==> src/rtl/instr_fetch_unit.sv <==
// rtl/instr_fetch_unit.sv - instruction fetch and issue stage
// Holds the PC, fetches over req/ack, presents IR fields and redirects on completion.
module instr_fetch_unit #(
  parameter int ADDR_W = 16,
  parameter logic [ADDR_W-1:0] RESET_PC = '0
) (
  input  logic              clk,
  input  logic              rst,
  input  logic              run,
  output logic              imem_req,
  output logic [ADDR_W-1:0] imem_addr,
  input  logic              imem_ack,
  input  logic [31:0]       imem_data,
  output logic [ADDR_W-1:0] pc,
  output logic              instr_valid,
  output logic [3:0]        opcode,
  output logic [3:0]        rd,
  output logic [3:0]        rs,
  output logic [3:0]        rt,
  output logic [15:0]       imm,
  input  logic              instr_done,
  input  logic              M1,
  input  logic              M2
);

  typedef enum logic [1:0] {
    IDLE  = 2'd0,
    FETCH = 2'd1,
    ISSUE = 2'd2
  } state_t;

  state_t      state;
  logic [31:0] ir;

  logic [ADDR_W-1:0] imm_sx;
  logic [ADDR_W-1:0] imm_zx;
  logic [ADDR_W-1:0] pc_seq;
  logic [ADDR_W-1:0] pc_next;

  assign opcode    = ir[31:28];
  assign rd        = ir[27:24];
  assign rs        = ir[23:20];
  assign rt        = ir[19:16];
  assign imm       = ir[15:0];
  assign imem_addr = pc;

  // Size casts extend (signed/unsigned) or truncate the 16-bit immediate to ADDR_W.
  assign imm_sx = ADDR_W'($signed(ir[15:0]));
  assign imm_zx = ADDR_W'(ir[15:0]);
  assign pc_seq = pc + ADDR_W'(1);

  always_comb begin
    pc_next = pc_seq;
    if (M2) begin
      if (M1) pc_next = imm_zx;
      else    pc_next = pc_seq + imm_sx;
    end
  end

  always_ff @(posedge clk or posedge rst) begin
    if (rst) begin
      state       <= IDLE;
      pc          <= RESET_PC;
      imem_req    <= 1'b0;
      instr_valid <= 1'b0;
      ir          <= '0;
    end else begin
      case (state)
        IDLE: begin
          imem_req    <= 1'b0;
          instr_valid <= 1'b0;
          if (run) begin
            state    <= FETCH;
            imem_req <= 1'b1;
          end
        end
        FETCH: begin
          // run is deliberately not looked at here; a started fetch always issues.
          if (imem_ack) begin
            ir          <= imem_data;
            imem_req    <= 1'b0;
            instr_valid <= 1'b1;
            state       <= ISSUE;
          end
        end
        ISSUE: begin
          if (instr_done) begin
            pc          <= pc_next;
            instr_valid <= 1'b0;
            if (run) begin
              state    <= FETCH;
              imem_req <= 1'b1;
            end else begin
              state    <= IDLE;
              imem_req <= 1'b0;
            end
          end
        end
        default: begin
          state       <= IDLE;
          imem_req    <= 1'b0;
          instr_valid <= 1'b0;
        end
      endcase
    end
  end

endmodule

==> config.mk <==
export PLATFORM = sky130hd
export DESIGN_NAME = instr_fetch_unit
export DESIGN_NICKNAME = d
export VERILOG_FILES = /design/src/rtl/instr_fetch_unit.sv
export SDC_FILE = /design/constraint.sdc
export NUM_CORES = 1
export LEC_CHECK = 0
export CORE_ASPECT_RATIO = 1.25
export CORE_MARGIN = 3
export CORE_UTILIZATION = 50
export CTS_BUF_LIST = sky130_fd_sc_hd__clkbuf_8
export CTS_CLUSTER_SIZE = 14
export DETAILED_ROUTE_END_ITERATION = 8
export PLACE_DENSITY = 0.8
export REMOVE_ABC_BUFFERS = 1
export SLEW_MARGIN = 20
export SYNTH_ARGS = -nofsm -noshare
export SYNTH_HDL_FRONTEND = slang
export SYNTH_SLANG_ARGS = --single-unit
==> constraint.sdc <==
create_clock -name clk -period 6 [get_ports clk]
set_clock_uncertainty 0.1 [all_clocks]
set_input_delay 1.2 -clock clk [delete_from_list [all_inputs] [get_ports clk]]
set_output_delay 1.2 -clock clk [all_outputs]
set_load 0.02 [all_outputs]
Word-level counts from Yosys, hierarchy flattened
Cells that the tools add are included.
- output and inout port bits: 66
- bits in registers: 52
- $add $sub $neg: 2
- multiplexer cells: 14
- equal/unequal tests: 5
- reduce and logical (&&, ||, !) cells: 5
- operators with widths (operator ; count):
    $mux 16 ; 2
    $add 16x1->16 const B ; 1
    $add 16x16->16 ; 1
    $mux 1 ; 6
    $mux 2 ; 3
    $ne 2x2->1 const B ; 3
    $pmux 2 s3 ; 1
    $reduce_and 2->1 ; 3
    $pmux 1 s3 ; 1
    $reduce_and 3->1 ; 1
    $eq 2x1->1 const B ; 1
    $eq 2x2->1 const B ; 1
    $logic_not 2->1 ; 1
    $pmux 1 s2 ; 1

Logic depth before layout (Yosys ltp)
- depth after elaboration: 4
- mapped depth: 11
- gate-level depth less buffers: 11

Worst setup path before layout
No wires, ideal clock.
- path kind: flip-flop to flip-flop
- start: register pc[3] (netlist: imem_addr[3])
- end: register pc[14] (netlist: imem_addr[14])
- data arrival time: 2.654 ns
- path slack: 3.126 ns
- stages on the path, launching flop included: 10
- library setup time: 0.120 ns
- buffers on the path: 0
- cells stage by stage: dfrtp_1 -> nand4_4 -> nor2_1 -> and3_1 -> xor2_1 -> ha_1 -> a21oi_1 -> a21oi_1 -> or4_1 -> a31o_1
- cells in the longest elaborated chain, start to end: 4
- RTL lines (item ; RTL line ; RTL):
    start, declared ; 14 ; output logic [ADDR_W-1:0] pc,
    start signal, assigned ; 88 ; pc <= pc_next;
    $add 16x1->16 (*) ; 50 ; assign pc_seq = pc + ADDR_W'(1);
    $add 16x16->16 ; 56 ; else pc_next = pc_seq + imm_sx;
    $mux 16 ; 55 ; if (M1) pc_next = imm_zx;
    $mux 16 (*) ; 54 ; if (M2) begin
Every way passes the cells marked *; elsewhere a longest branch is shown, timed or not.
A chain may end at the register's enable or synchronous reset.

Final worst setup path
- start: register pc[1] (netlist: imem_addr[1])
- end: register pc[13] (netlist: imem_addr[13])
The elaborated chain is that of the path after synthesis.

==> reports/qor.txt <==
Result of the run -> finished clean
Number of buffers and inverters on the critical path -> 1
Routed vias/inst -> 5.740
Reg2reg start -> imem_addr[1]$_DFFE_PP0P_
Critical path endpoint category -> flip-flop
Vias in the first global route -> 2998
Width of the chip -> 81.50 um
Setup slack after layout -> 2.725 ns
First-iteration detailed-routing DRC count -> 245
Placer congestion estimate -> 1.044
Buffers on Ports -> 104
Max Cap Viol -> 0
Aggregate negative setup slack -> 0 ns
Worst-path clk slew -> 0.10 ns
Number of endpoints failing setup at the final stage -> 0
Initial core utilization -> 0.5293
Largest net degree at the start of global routing -> 53
Post-CTS Setup Repair Bufs -> 0
Count of clock tree sinks -> 52
Resized cells post-CTS -> 0
Routed length per placed instance -> 16.61 um
Clk_lat worst skew -> 0.31 ns
Fmax achieved -> 0.3054 GHz
Final hold vios -> 0
Peak fanout along the critical path -> 7
Cell count after placement -> 527
CTS root buf -> sky130_fd_sc_hd__clkbuf_8
Count of state elements after synthesis -> 52
Tot GR Track Use -> 0.2243
Drt drc -> 0
Share of final-layout standard cells stronger than drive strength 1 -> 0.1295
CP Data Arrival Time -> 3.39 ns
Synth-to-Final Area Change -> 30.10%
Nets -> 507
Crit-path slowest cell -> sky130_fd_sc_hd__a2111oi_0
CP top delay family -> compound AO/OA/AOI/OAI gates
Number of antenna violations at the first check in global routing -> 0
Mean post-synth cell area -> 9.840 um2
WS Path Type -> reg2reg
Minimum period implied by the final worst setup slack -> 3.275 ns
Fin. max-slew vios -> 0
Endpoint of the worst register-to-register path -> imem_addr[13]$_DFFE_PP0P_
Min-delay worst type -> reg2reg
WL final -> 8.887 mm
Core Box Area -> 6730 um2
Yosys synthesis warning count -> 0
End point of the worst hold path -> ir[24]$_DFFE_PP0P_
Wire length of the first global-routing pass -> 14.40 mm
Setup repair after global routing missed its margin -> no
Worst Hold Path Cells -> 1
Part of the Yosys area used for sequential elements -> 0.3653
Hold-fix buffer count after cts -> 0
Leakage -> 0.001909 uW
HPWL reported at the end of detailed placement -> 6.553 mm
Pre-antenna DRT Iters -> 4
Critical Path RT -> 6.11 ns
CP dominant cell by count -> sky130_fd_sc_hd__ha_1
Type of element launching the critical path -> flip-flop
Cell Area, Placed -> 4543 um2
Async set-or-reset flop fraction in the synthesized netlist -> 1.000
Finished Layout Cells -> 535
CTS Buffer Depth -> 2
Count of different cell masters after synthesis -> 59
Critical path depth in cells -> 11
Netlist area before placement -> 3562 um2
Number of primary I/O pins -> 105
Startpoint of the tightest hold check path -> ir[24]$_DFFE_PP0P_
Vias after detailed routing -> 3071
Biggest cell delay along the critical path -> 0.59 ns
Clock tree from TritonCTS -> built
Register area -> 1301 um2
Finished Cell Area -> 4634 um2
Overflow after GRT -> 0
Max_slew headroom -> 0.4561
Count of antenna diodes in the layout -> 0
Inserted Clock Buffers -> 5
Die Footprint -> 8180 um2
Site Rows -> 33
Share of the clock period used by the worst path -> 0.5458
Multi-input combinational cell area -> 2024 um2
Number of instances in the synthesized netlist -> 362
Cell Pwr Density -> 604.7 nW/um2
Vert. Die Dim -> 100.4 um
Transition time of the tightest slew-check pin -> 0.8158 ns
Post-Place Worst Slack -> 2.643 ns
Most used DFF post-synth -> sky130_fd_sc_hd__dfrtp_1
Number of synthesized flops with an enable pin -> 0
Number of fill cells in the layout -> 519
Worst R2R Setup Slack -> 2.73 ns
Number of nets with antenna violations after routing -> 0
CP Cell Sequence -> ha_1 > inv_1 > nor2_1 > xor2_1 > ha_1 > a2111oi_0 > a211oi_1 > o21ai_0 > a21oi_1 > xnor2_1 > o41ai_2
Number of cell instances on the worst register-to-register path -> 11
IR drop worst, VDD -> 302.7 uV
H-tree lvl count -> 2
==> cell usage after synthesis, types with 2 or more instances <==
cell / instances / area, um2
sky130_fd_sc_hd__o211ai_1: 6 / 45.04
sky130_fd_sc_hd__nand4_1: 4 / 25.02
sky130_fd_sc_hd__o31ai_1: 3 / 22.52
sky130_fd_sc_hd__o2bb2ai_1: 3 / 26.28
sky130_fd_sc_hd__nor4_1: 5 / 31.28
sky130_fd_sc_hd__mux2i_1: 3 / 30.03
sky130_fd_sc_hd__nand3_1: 11 / 55.05
sky130_fd_sc_hd__o21ai_0: 27 / 135.1
sky130_fd_sc_hd__dfrtp_1: 52 / 1301
sky130_fd_sc_hd__ha_1: 20 / 250.2
sky130_fd_sc_hd__xor2_1: 10 / 87.58
sky130_fd_sc_hd__clkbuf_1: 9 / 33.78
sky130_fd_sc_hd__nor3_1: 5 / 25.02
sky130_fd_sc_hd__nor2b_1: 3 / 18.77
sky130_fd_sc_hd__a211oi_1: 3 / 22.52
sky130_fd_sc_hd__buf_6: 3 / 33.78
sky130_fd_sc_hd__a21oi_1: 20 / 100.1
sky130_fd_sc_hd__xnor2_1: 12 / 105.1
sky130_fd_sc_hd__or2_2: 2 / 12.51
sky130_fd_sc_hd__inv_1: 10 / 37.54
sky130_fd_sc_hd__a2111oi_0: 2 / 17.52
sky130_fd_sc_hd__and3_1: 4 / 25.02
sky130_fd_sc_hd__buf_4: 16 / 120.1
sky130_fd_sc_hd__nand2b_1: 3 / 18.77
sky130_fd_sc_hd__o22ai_1: 4 / 25.02
sky130_fd_sc_hd__nand2_1: 20 / 75.07
sky130_fd_sc_hd__mux2_2: 33 / 371.6
sky130_fd_sc_hd__a31oi_1: 5 / 31.28
sky130_fd_sc_hd__a22oi_1: 6 / 45.04
sky130_fd_sc_hd__o211a_1: 2 / 20.02
sky130_fd_sc_hd__o21a_1: 2 / 15.01
sky130_fd_sc_hd__a21o_1: 6 / 45.04
sky130_fd_sc_hd__nor2_1: 22 / 82.58
==> cell families after synthesis <==
group | synth area share
adder cells (fa/ha/maj) | 0.07587
AND/OR/NAND/NOR | 0.1317
buffers and inverters | 0.06639
AO/OA/AOI/OAI | 0.1939
flip-flops | 0.3653
XOR/XNOR | 0.05409
multiplexers | 0.1128
==> worst max-delay path by stage <==
| stage | start | endpoint | slack [ns] |
|---|---|---|---|
| 2_1_floorplan | imem_addr[3]$_DFFE_PP0P_ | imem_addr[14]$_DFFE_PP0P_ | 2.99 |
| 3_3_place_gp | M2 | imem_addr[15]$_DFFE_PP0P_ | 2.71 |
| 3_5_place_dp | M2 | imem_addr[15]$_DFFE_PP0P_ | 2.64 |
| 4_1_cts | imem_addr[1]$_DFFE_PP0P_ | imem_addr[13]$_DFFE_PP0P_ | 2.73 |
| 5_1_grt | imem_addr[0]$_DFFE_PP0P_ | imem_addr[15]$_DFFE_PP0P_ | 2.50 |
| 6_report | imem_addr[1]$_DFFE_PP0P_ | imem_addr[13]$_DFFE_PP0P_ | 2.73 |
==> cell usage in the layout, fill, tap and decap left out, types with 2 or more instances in the layout <==
master / n
sky130_fd_sc_hd__nor3_1: 5
sky130_fd_sc_hd__a21oi_1: 20
sky130_fd_sc_hd__o31ai_1: 3
sky130_fd_sc_hd__o2bb2ai_1: 3
sky130_fd_sc_hd__xnor2_1: 12
sky130_fd_sc_hd__ha_1: 20
sky130_fd_sc_hd__clkdlybuf4s50_1: 104
sky130_fd_sc_hd__o211ai_1: 6
sky130_fd_sc_hd__xor2_1: 10
sky130_fd_sc_hd__a211oi_1: 3
sky130_fd_sc_hd__o211a_1: 2
sky130_fd_sc_hd__a22oi_1: 6
sky130_fd_sc_hd__mux2_2: 33
sky130_fd_sc_hd__a2111oi_0: 2
sky130_fd_sc_hd__clkbuf_8: 5
sky130_fd_sc_hd__or2_2: 2
sky130_fd_sc_hd__inv_1: 9
sky130_fd_sc_hd__nor2_1: 22
sky130_fd_sc_hd__nand3_1: 11
sky130_fd_sc_hd__dfrtp_1: 52
sky130_fd_sc_hd__o21a_1: 2
sky130_fd_sc_hd__a21o_1: 6
sky130_fd_sc_hd__a31oi_1: 5
sky130_fd_sc_hd__mux2i_1: 3
sky130_fd_sc_hd__o21ai_0: 27
sky130_fd_sc_hd__nand2_1: 20
sky130_fd_sc_hd__nor4_1: 5
sky130_fd_sc_hd__and3_1: 4
sky130_fd_sc_hd__o22ai_1: 4
sky130_fd_sc_hd__buf_4: 4
sky130_fd_sc_hd__nor2b_1: 3
sky130_fd_sc_hd__nand4_1: 4
sky130_fd_sc_hd__nand2b_1: 3
==> per-layer routing <==
metal,track usage,wire (um),up-vias
met5,0,0,-
met4,0.08713,166,0
met3,0.04309,686,12
met2,0.3789,4458,123
met1,0.2783,3576,1448
li1,-,-,1488
==> report_power, final <==
part	internal [uW]	switching [uW]	leakage, uW
Combinational	901	958	0.00124
Sequential	517	217	0.000618
Clock	83.9	125	0.0000485
Total	1500	1300	0.00191
==> through the flow <==
stage          total power [uW]  utilization  hold slack, ns
2_1_floorplan              1890            -          0.3519
3_3_place_gp               2556       0.6750          0.3867
3_5_place_dp               2594       0.6750          0.3919
4_1_cts                    2816       0.6886          0.4171
5_1_grt                    3013       0.6886          0.4275
6_report                   2802       0.6886          0.4128
==> registers in the layout, summed over array words and instances (netlist names) <==
name / flops
ir: 32
state: 2
imem_req: 1
imem_addr: 16
instr_valid: 1
==> cell type report <==
type / count / area share
multi-input combinational: 270 / 0.4368
sequential: 52 / 0.2808
timing repair buffer: 108 / 0.2311
tap: 87 / 0.02349
clock buffer: 5 / 0.01485
inverter: 10 / 0.008099
clock inverter: 3 / 0.004860
No activity file was read; power rests on OpenSTA's default activity.
